<file path="src/rtl/intersection_ctrl.sv">
// Two-approach (NS/EW) traffic-light controller: timed greens, yellows and all-red clearance,
// with an optional pedestrian walk phase enabled by defining INTERSECTION_PED_EN.
module intersection_ctrl #(
  parameter int TW       = 8,
  parameter int T_GREEN  = 30,
  parameter int T_YELLOW = 10,
  parameter int T_ALLRED = 5,
  parameter int T_WALK   = 20
) (
  input  logic       clk,
  input  logic       reset,
  input  logic       enable,
  input  logic       ped_req,
  output logic [2:0] ns_lamp,
  output logic [2:0] ew_lamp,
  output logic       walk,
  output logic [2:0] state_out
);

  typedef enum logic [2:0] {
    S_OFF   = 3'd0,
    S_NS_G  = 3'd1,
    S_NS_Y  = 3'd2,
    S_AR_NS = 3'd3,
    S_EW_G  = 3'd4,
    S_EW_Y  = 3'd5,
    S_AR_EW = 3'd6,
    S_WALK  = 3'd7
  } state_t;

  state_t          r_state;
  state_t          w_next;
  logic [TW-1:0]   r_timer;
  logic [TW-1:0]   w_dur;
  logic            w_expire;
  logic            w_ped;

`ifdef INTERSECTION_PED_EN
  logic r_ped_pending;
  // A request arriving in the same cycle AR_EW expires still counts.
  assign w_ped = r_ped_pending | ped_req;
`else
  logic w_unused_ped;
  assign w_unused_ped = ped_req;
  assign w_ped        = 1'b0;
`endif

  always_comb begin
    w_dur = TW'(1);
    case (r_state)
      S_NS_G, S_EW_G:   w_dur = TW'(T_GREEN);
      S_NS_Y, S_EW_Y:   w_dur = TW'(T_YELLOW);
      S_AR_NS, S_AR_EW: w_dur = TW'(T_ALLRED);
      S_WALK:           w_dur = TW'(T_WALK);
      default:          w_dur = TW'(1);
    endcase
  end

  assign w_expire = (r_timer == (w_dur - TW'(1)));

  always_comb begin
    w_next = r_state;
    if (!enable) begin
      w_next = S_OFF;
    end else begin
      case (r_state)
        S_OFF:   w_next = S_AR_EW;
        S_NS_G:  if (w_expire) w_next = S_NS_Y;
        S_NS_Y:  if (w_expire) w_next = S_AR_NS;
        S_AR_NS: if (w_expire) w_next = S_EW_G;
        S_EW_G:  if (w_expire) w_next = S_EW_Y;
        S_EW_Y:  if (w_expire) w_next = S_AR_EW;
        S_AR_EW: if (w_expire) w_next = w_ped ? S_WALK : S_NS_G;
`ifdef INTERSECTION_PED_EN
        S_WALK:  if (w_expire) w_next = S_NS_G;
`endif
        default: w_next = S_OFF;
      endcase
    end
  end

  always_ff @(posedge clk) begin
    if (reset) begin
      r_state <= S_OFF;
      r_timer <= '0;
    end else begin
      r_state <= w_next;
      // Timer restarts on any state change and stays at zero while OFF.
      if ((w_next != r_state) || (r_state == S_OFF))
        r_timer <= '0;
      else
        r_timer <= r_timer + TW'(1);
    end
  end

`ifdef INTERSECTION_PED_EN
  always_ff @(posedge clk) begin
    if (reset || !enable)
      r_ped_pending <= 1'b0;
    else if ((w_next == S_WALK) && (r_state != S_WALK))
      r_ped_pending <= 1'b0;
    else if (ped_req && (r_state != S_OFF) && (r_state != S_WALK))
      r_ped_pending <= 1'b1;
  end
`endif

  always_comb begin
    ns_lamp = 3'b100;
    ew_lamp = 3'b100;
    walk    = 1'b0;
    case (r_state)
      S_OFF:  begin ns_lamp = 3'b000; ew_lamp = 3'b000; end
      S_NS_G: ns_lamp = 3'b001;
      S_NS_Y: ns_lamp = 3'b010;
      S_EW_G: ew_lamp = 3'b001;
      S_EW_Y: ew_lamp = 3'b010;
      S_WALK: walk    = 1'b1;
      default: ;
    endcase
  end

  assign state_out = r_state;

endmodule
</file>
<file path="config.mk">
export PLATFORM = sky130hd
export DESIGN_NAME = intersection_ctrl
export DESIGN_NICKNAME = d
export VERILOG_FILES = /design/src/rtl/intersection_ctrl.sv
export SDC_FILE = /design/constraint.sdc
export NUM_CORES = 1
export LEC_CHECK = 0
export CORE_ASPECT_RATIO = 1.25
export CORE_MARGIN = 5
export CORE_UTILIZATION = 50
export CTS_CLUSTER_SIZE = 14
export DETAILED_ROUTE_END_ITERATION = 6
export HOLD_SLACK_MARGIN = 0.15
export PLACE_DENSITY_LB_ADDON = 0.05
export RECOVER_POWER = 25
export SYNTH_ARGS = -nofsm -noshare
export SYNTH_HDL_FRONTEND = slang
export SYNTH_SLANG_ARGS = --single-unit
export TNS_END_PERCENT = 20
</file>
<file path="constraint.sdc">
create_clock -name clk -period 6.3 [get_ports clk]
set_input_delay 0.945 -clock clk [delete_from_list [all_inputs] [get_ports clk]]
set_output_delay 0.945 -clock clk [all_outputs]
set_load 0.1 [all_outputs]
</file>
## Word-level counts from Yosys, hierarchy flattened

Index checks and enable logic that the tools add are counted.

- Add/subtract/negate cells: 2
- Eq/ne operators: 9
- Multiplexer cells: 12
- Reductions and logical operators: 6

Operators with widths:

| operator | number |
|---|---|
| 3-bit two-way mux | 7 |
| 3-bit case mux with 7 select lines | 1 |
| 5-bit case mux with 4 select lines | 1 |
| 3-bit case mux with 3 select lines | 2 |
| 3-bit equality test, second input constant | 4 |
| 8-bit by 1-bit adder with 8-bit output, second input constant | 1 |
| 8-bit equality test | 1 |
| 2-bit OR reduction | 4 |
| 8-bit by 1-bit subtractor with 8-bit output, second input constant | 1 |
| 3-bit by 2-bit equality test with 1-bit output, second input constant | 2 |
| 3-bit by 1-bit equality test with 1-bit output, second input constant | 1 |
| 3-bit logical NOT | 1 |
| 3-bit != test | 1 |
| 1-bit logical OR | 1 |
| 1-bit two-way mux | 1 |

- Bits in registers: 11
- Word-level logic and storage cells: 31

## Longest topological paths before layout

- Depth in word-level cells: 11
- Gate-level depth with buffers: 12
- Depth with buffers taken out: 10

## Worst setup path after synthesis

Ideal clock, no wire load.

- Path type: reg-to-output
- Start: register r_state[1], in the netlist state_out[1]
- End: output ns_lamp[1]
- Data arrival time: 3476 ps
- Slack: 1879 ps
- Cell stages (with the launch flop): 3
- Cells stage by stage: dfxtp_1 > inv_1 > nor3_1

- Cells in the longest elaborated chain, start to end: 2
- Elaborated cells on any way between the ends: 4
- Those cells by class: eq/ne: 2; mux: 1; reduce/logical: 1

Ends and longest elaborated chain:

| what | line | text |
|---|---|---|
| start: declaration | 31 | `state_t r_state;` |
| start signal: assignment | 87 | `r_state <= w_next;` |
| 3-bit by 2-bit equality test with 1-bit output, or another cell as far along | 111 | `case (r_state)` |
| 3-bit case mux with 3 select lines * | 111 |  |
| end: declaration | 14 | `output logic [2:0] ns_lamp,` |

Every way passes the cells marked *; elsewhere a longest branch is shown, timed or not.

## Worst setup path in the final report

- Start: register r_state[0], in the netlist state_out[0]
- End: output ew_lamp[2]

- Cells in the longest elaborated chain, start to end: 2
- Elaborated cells on any way between the ends: 4
- Those cells by class: eq/ne: 2; mux: 1; reduce/logical: 1

Ends and longest elaborated chain:

| what | line | text |
|---|---|---|
| 3-bit equality test or 3-bit logical NOT (tied branches) | 111 |  |
| 3-bit case mux with 3 select lines * | 111 |  |
| end: declaration | 15 | `output logic [2:0] ew_lamp,` |

Marked as above.

==> impl_metrics.yaml <==
status:
  status: "complete, no violations"
critical_path:
  cp.required_ns: 5.35
  slowest_delay_ns: 1.18
  worstPathMaxFanout: 24
  criticalPathCategory: "register to output pin"
  critPathArrivalTime_ns: 2.67
  start_kind: "register"
  endpoint_kind: "output pin"
  crit_path_cell_trace: "inv_1 > o21ai_0 > clkdlybuf4s50_1"
  cp_slowest_cell: "clkdlybuf4s50_1"
placed_design:
  gp_routability_congestion: 0.828
  portBuffers: 12
  hpwl_um: 1390
synthesis:
  synth.most_common_cell: "nor2_1"
  synthesis.area_um2: 848
  synth-async-reset-ratio: 0
  yosys_warnings: 0
  syn-num-nets: 118
  yosysTopAreaCell: "dfxtp_1"
  yosys.cell_types.count: 39
  synth_edf_count: 0
  synthCells: 112
  synth_seq_cells: 11
  ys_seq_area_frac: 0.260
  ys.flop_type: "dfxtp_1"
  ys_top_cells_by_area: "dfxtp_1 (26%), nor2_1 (6.2%), xnor2_1 (5.2%), a21oi_1 (4.1%), xor2_1 (4.1%)"
  syn_area_per_cell_um2: 7.57
  ys_top_cells_by_count: "nor2_1 (14), dfxtp_1 (11), a21oi_1 (7)"
  yosys.area.top_type_share: 0.260
detailed_routing:
  first_pass_iters: 4
  vias: 834
  drtAntennaViolNets: 0
  viasPerCell: 6.13
  drt-initial-drc-count: 16
  drc_errors: 0
  drt-total-wl_um: 1900
  routedWlPerCell_um: 13.9
sta:
  setup_violations: 0
  fmax_mhz: 277
  hold_violations: 0
  finalCritPeriodShare: 0.574
  rsz0062_at_grt: "no"
  slew_viol_final: 0
  relSlewSlack: 0.349
  min_period_ns: 3.62
  tns_ns: 0
  worstMarginPinSlew_ns: 0.973
  skew_ns: 0.00109
pwr:
  power.total_mw: 0.186
  p_per_area_nw_per_um2: 193
  p_leak_nw: 0.347
  vdd_drop_max_mv: 0.143
clock_network:
  cts_root_buf: "clkbuf_4"
  post-cts-setup-buffer-count: 0
  clk_pin_slew_ns: 0.06
  clk_path_buf_depth: 2
  cts_sinks: 11
  clock_latency_ns: 0.26
  htree_levels: 1
  cts_tree: "yes"
  ctsResizeCount: 0
  cts_hold_buf: 0
  numCtsBuffers: 3
min_path:
  hold_path_class: "register to register"
finish:
  drive_gt1_frac: 0.0424
  antennaDiodeCount: 0
  syn_to_final_growth_pct: 13.4
  nets: 125
  fin_util: 0.608
floorplanning:
  core_um2: 1580
  core.rowCount: 16
  ios: 14
  dieArea_um2: 2630
  initial_utilization: 0.536
  die_x_um: 46.8
  die_h_um: 56.1
global_route:
  grt-ovfl-total: 0
  track_usage: 0.148
  grt_first_pass_wirelength_um: 2970
  antenna_found_initial: 0
  grt_pass1_vias: 680
  grt_start_max_net_pins: 25
run:
  max_cap_violations: 0
[cell families after synthesis]
kind of cell / Yosys count / synth area share
XOR/XNOR: 9 / 0.0929
AO/OA/AOI/OAI: 30 / 0.237
adder cells (fa/ha/maj): 2 / 0.0295
flip-flops: 11 / 0.260
buffers and inverters: 14 / 0.0826
AND/OR/NAND/NOR: 46 / 0.298
[cell usage in the layout, fill, tap and decap left out, types with 2 or more instances in the layout]
cell type / netlist / routed
and3_1: 3 / 3
nor2_1: 14 / 14
o21ai_1: 2 / 2
nor4b_1: 2 / 2
nand2_1: 3 / 3
nor3_1: 5 / 5
o221ai_1: 2 / 2
o21ai_0: 5 / 5
nand2b_1: 3 / 3
nor2b_1: 5 / 5
dfxtp_1: 11 / 11
dlygate4sd3_1: 0 / 3
a21oi_1: 7 / 7
a211oi_1: 2 / 2
o211ai_1: 2 / 2
clkbuf_4: 0 / 3
inv_1: 4 / 4
ha_1: 2 / 2
nand3_1: 4 / 4
o31ai_1: 2 / 2
xor2_1: 4 / 4
clkdlybuf4s50_1: 0 / 9
xnor2_1: 5 / 5
[report_power, final]
part | leakage [nW] | total, mW | internal, mW | switching, mW
clock | 0.0150 | 0.0465 | 0.0245 | 0.0220
combinational | 0.243 | 0.0628 | 0.0204 | 0.0424
sequential | 0.0892 | 0.0767 | 0.0710 | 0.00571
total | 0.347 | 0.186 | 0.116 | 0.0701
[area by class of cell]
class | count | area, um2
fill | 153 | 619
tap | 18 | 22.5
sequential | 11 | 220
timing repair buffer | 12 | 120
clock buffer | 4 | 26.3
multi-input combinational | 87 | 558
inverter | 4 | 15.0
[layer usage]
metal,vias up,routed length (um),GRT usage
li1,415,-,-
met2,26,960,0.245
met3,4,109,0.0194
met4,0,26,0.0593
met5,-,0,0
met1,389,801,0.183
[stage by stage]
| stage | setup slack, ns | hold WS, ns | instances | area (um2) |
|---|---|---|---|---|
| after floorplan | 1.88 | 0.473 | 112 | 848 |
| after global placement | 2.99 | 0.491 | 132 | 936 |
| after detailed placement | 2.95 | 0.497 | 132 | 936 |
| after CTS | 2.70 | 0.517 | 136 | 962 |
| after global routing | 2.53 | 0.565 | 136 | 962 |
| final | 2.68 | 0.507 | 136 | 962 |
[state kept, by name (all words and copies together), names as in the netlist]
name / cells
r_timer: 8
state_out: 3
[final timing paths]
path / from / end / slack, ns / cells past startpoint
worst max register to register: state_out[0] / r_timer[2] / 2.96 / 10
worst max-delay path: state_out[0] / ew_lamp[2] / 2.68 / 3
worst min register to register: r_timer[7] / r_timer[7] / 0.51 / 2
worst min-delay path: r_timer[7] / r_timer[7] / 0.51 / 2
[worst max-delay path, delay by kind of cell (launching register included)]
family / cells / cell delay (ns)
AO/OA/AOI/OAI: 1 / 0.26
buffers and inverters: 2 / 1.37
flip-flops: 1 / 0.77
(Power assumes the default switching activity.)
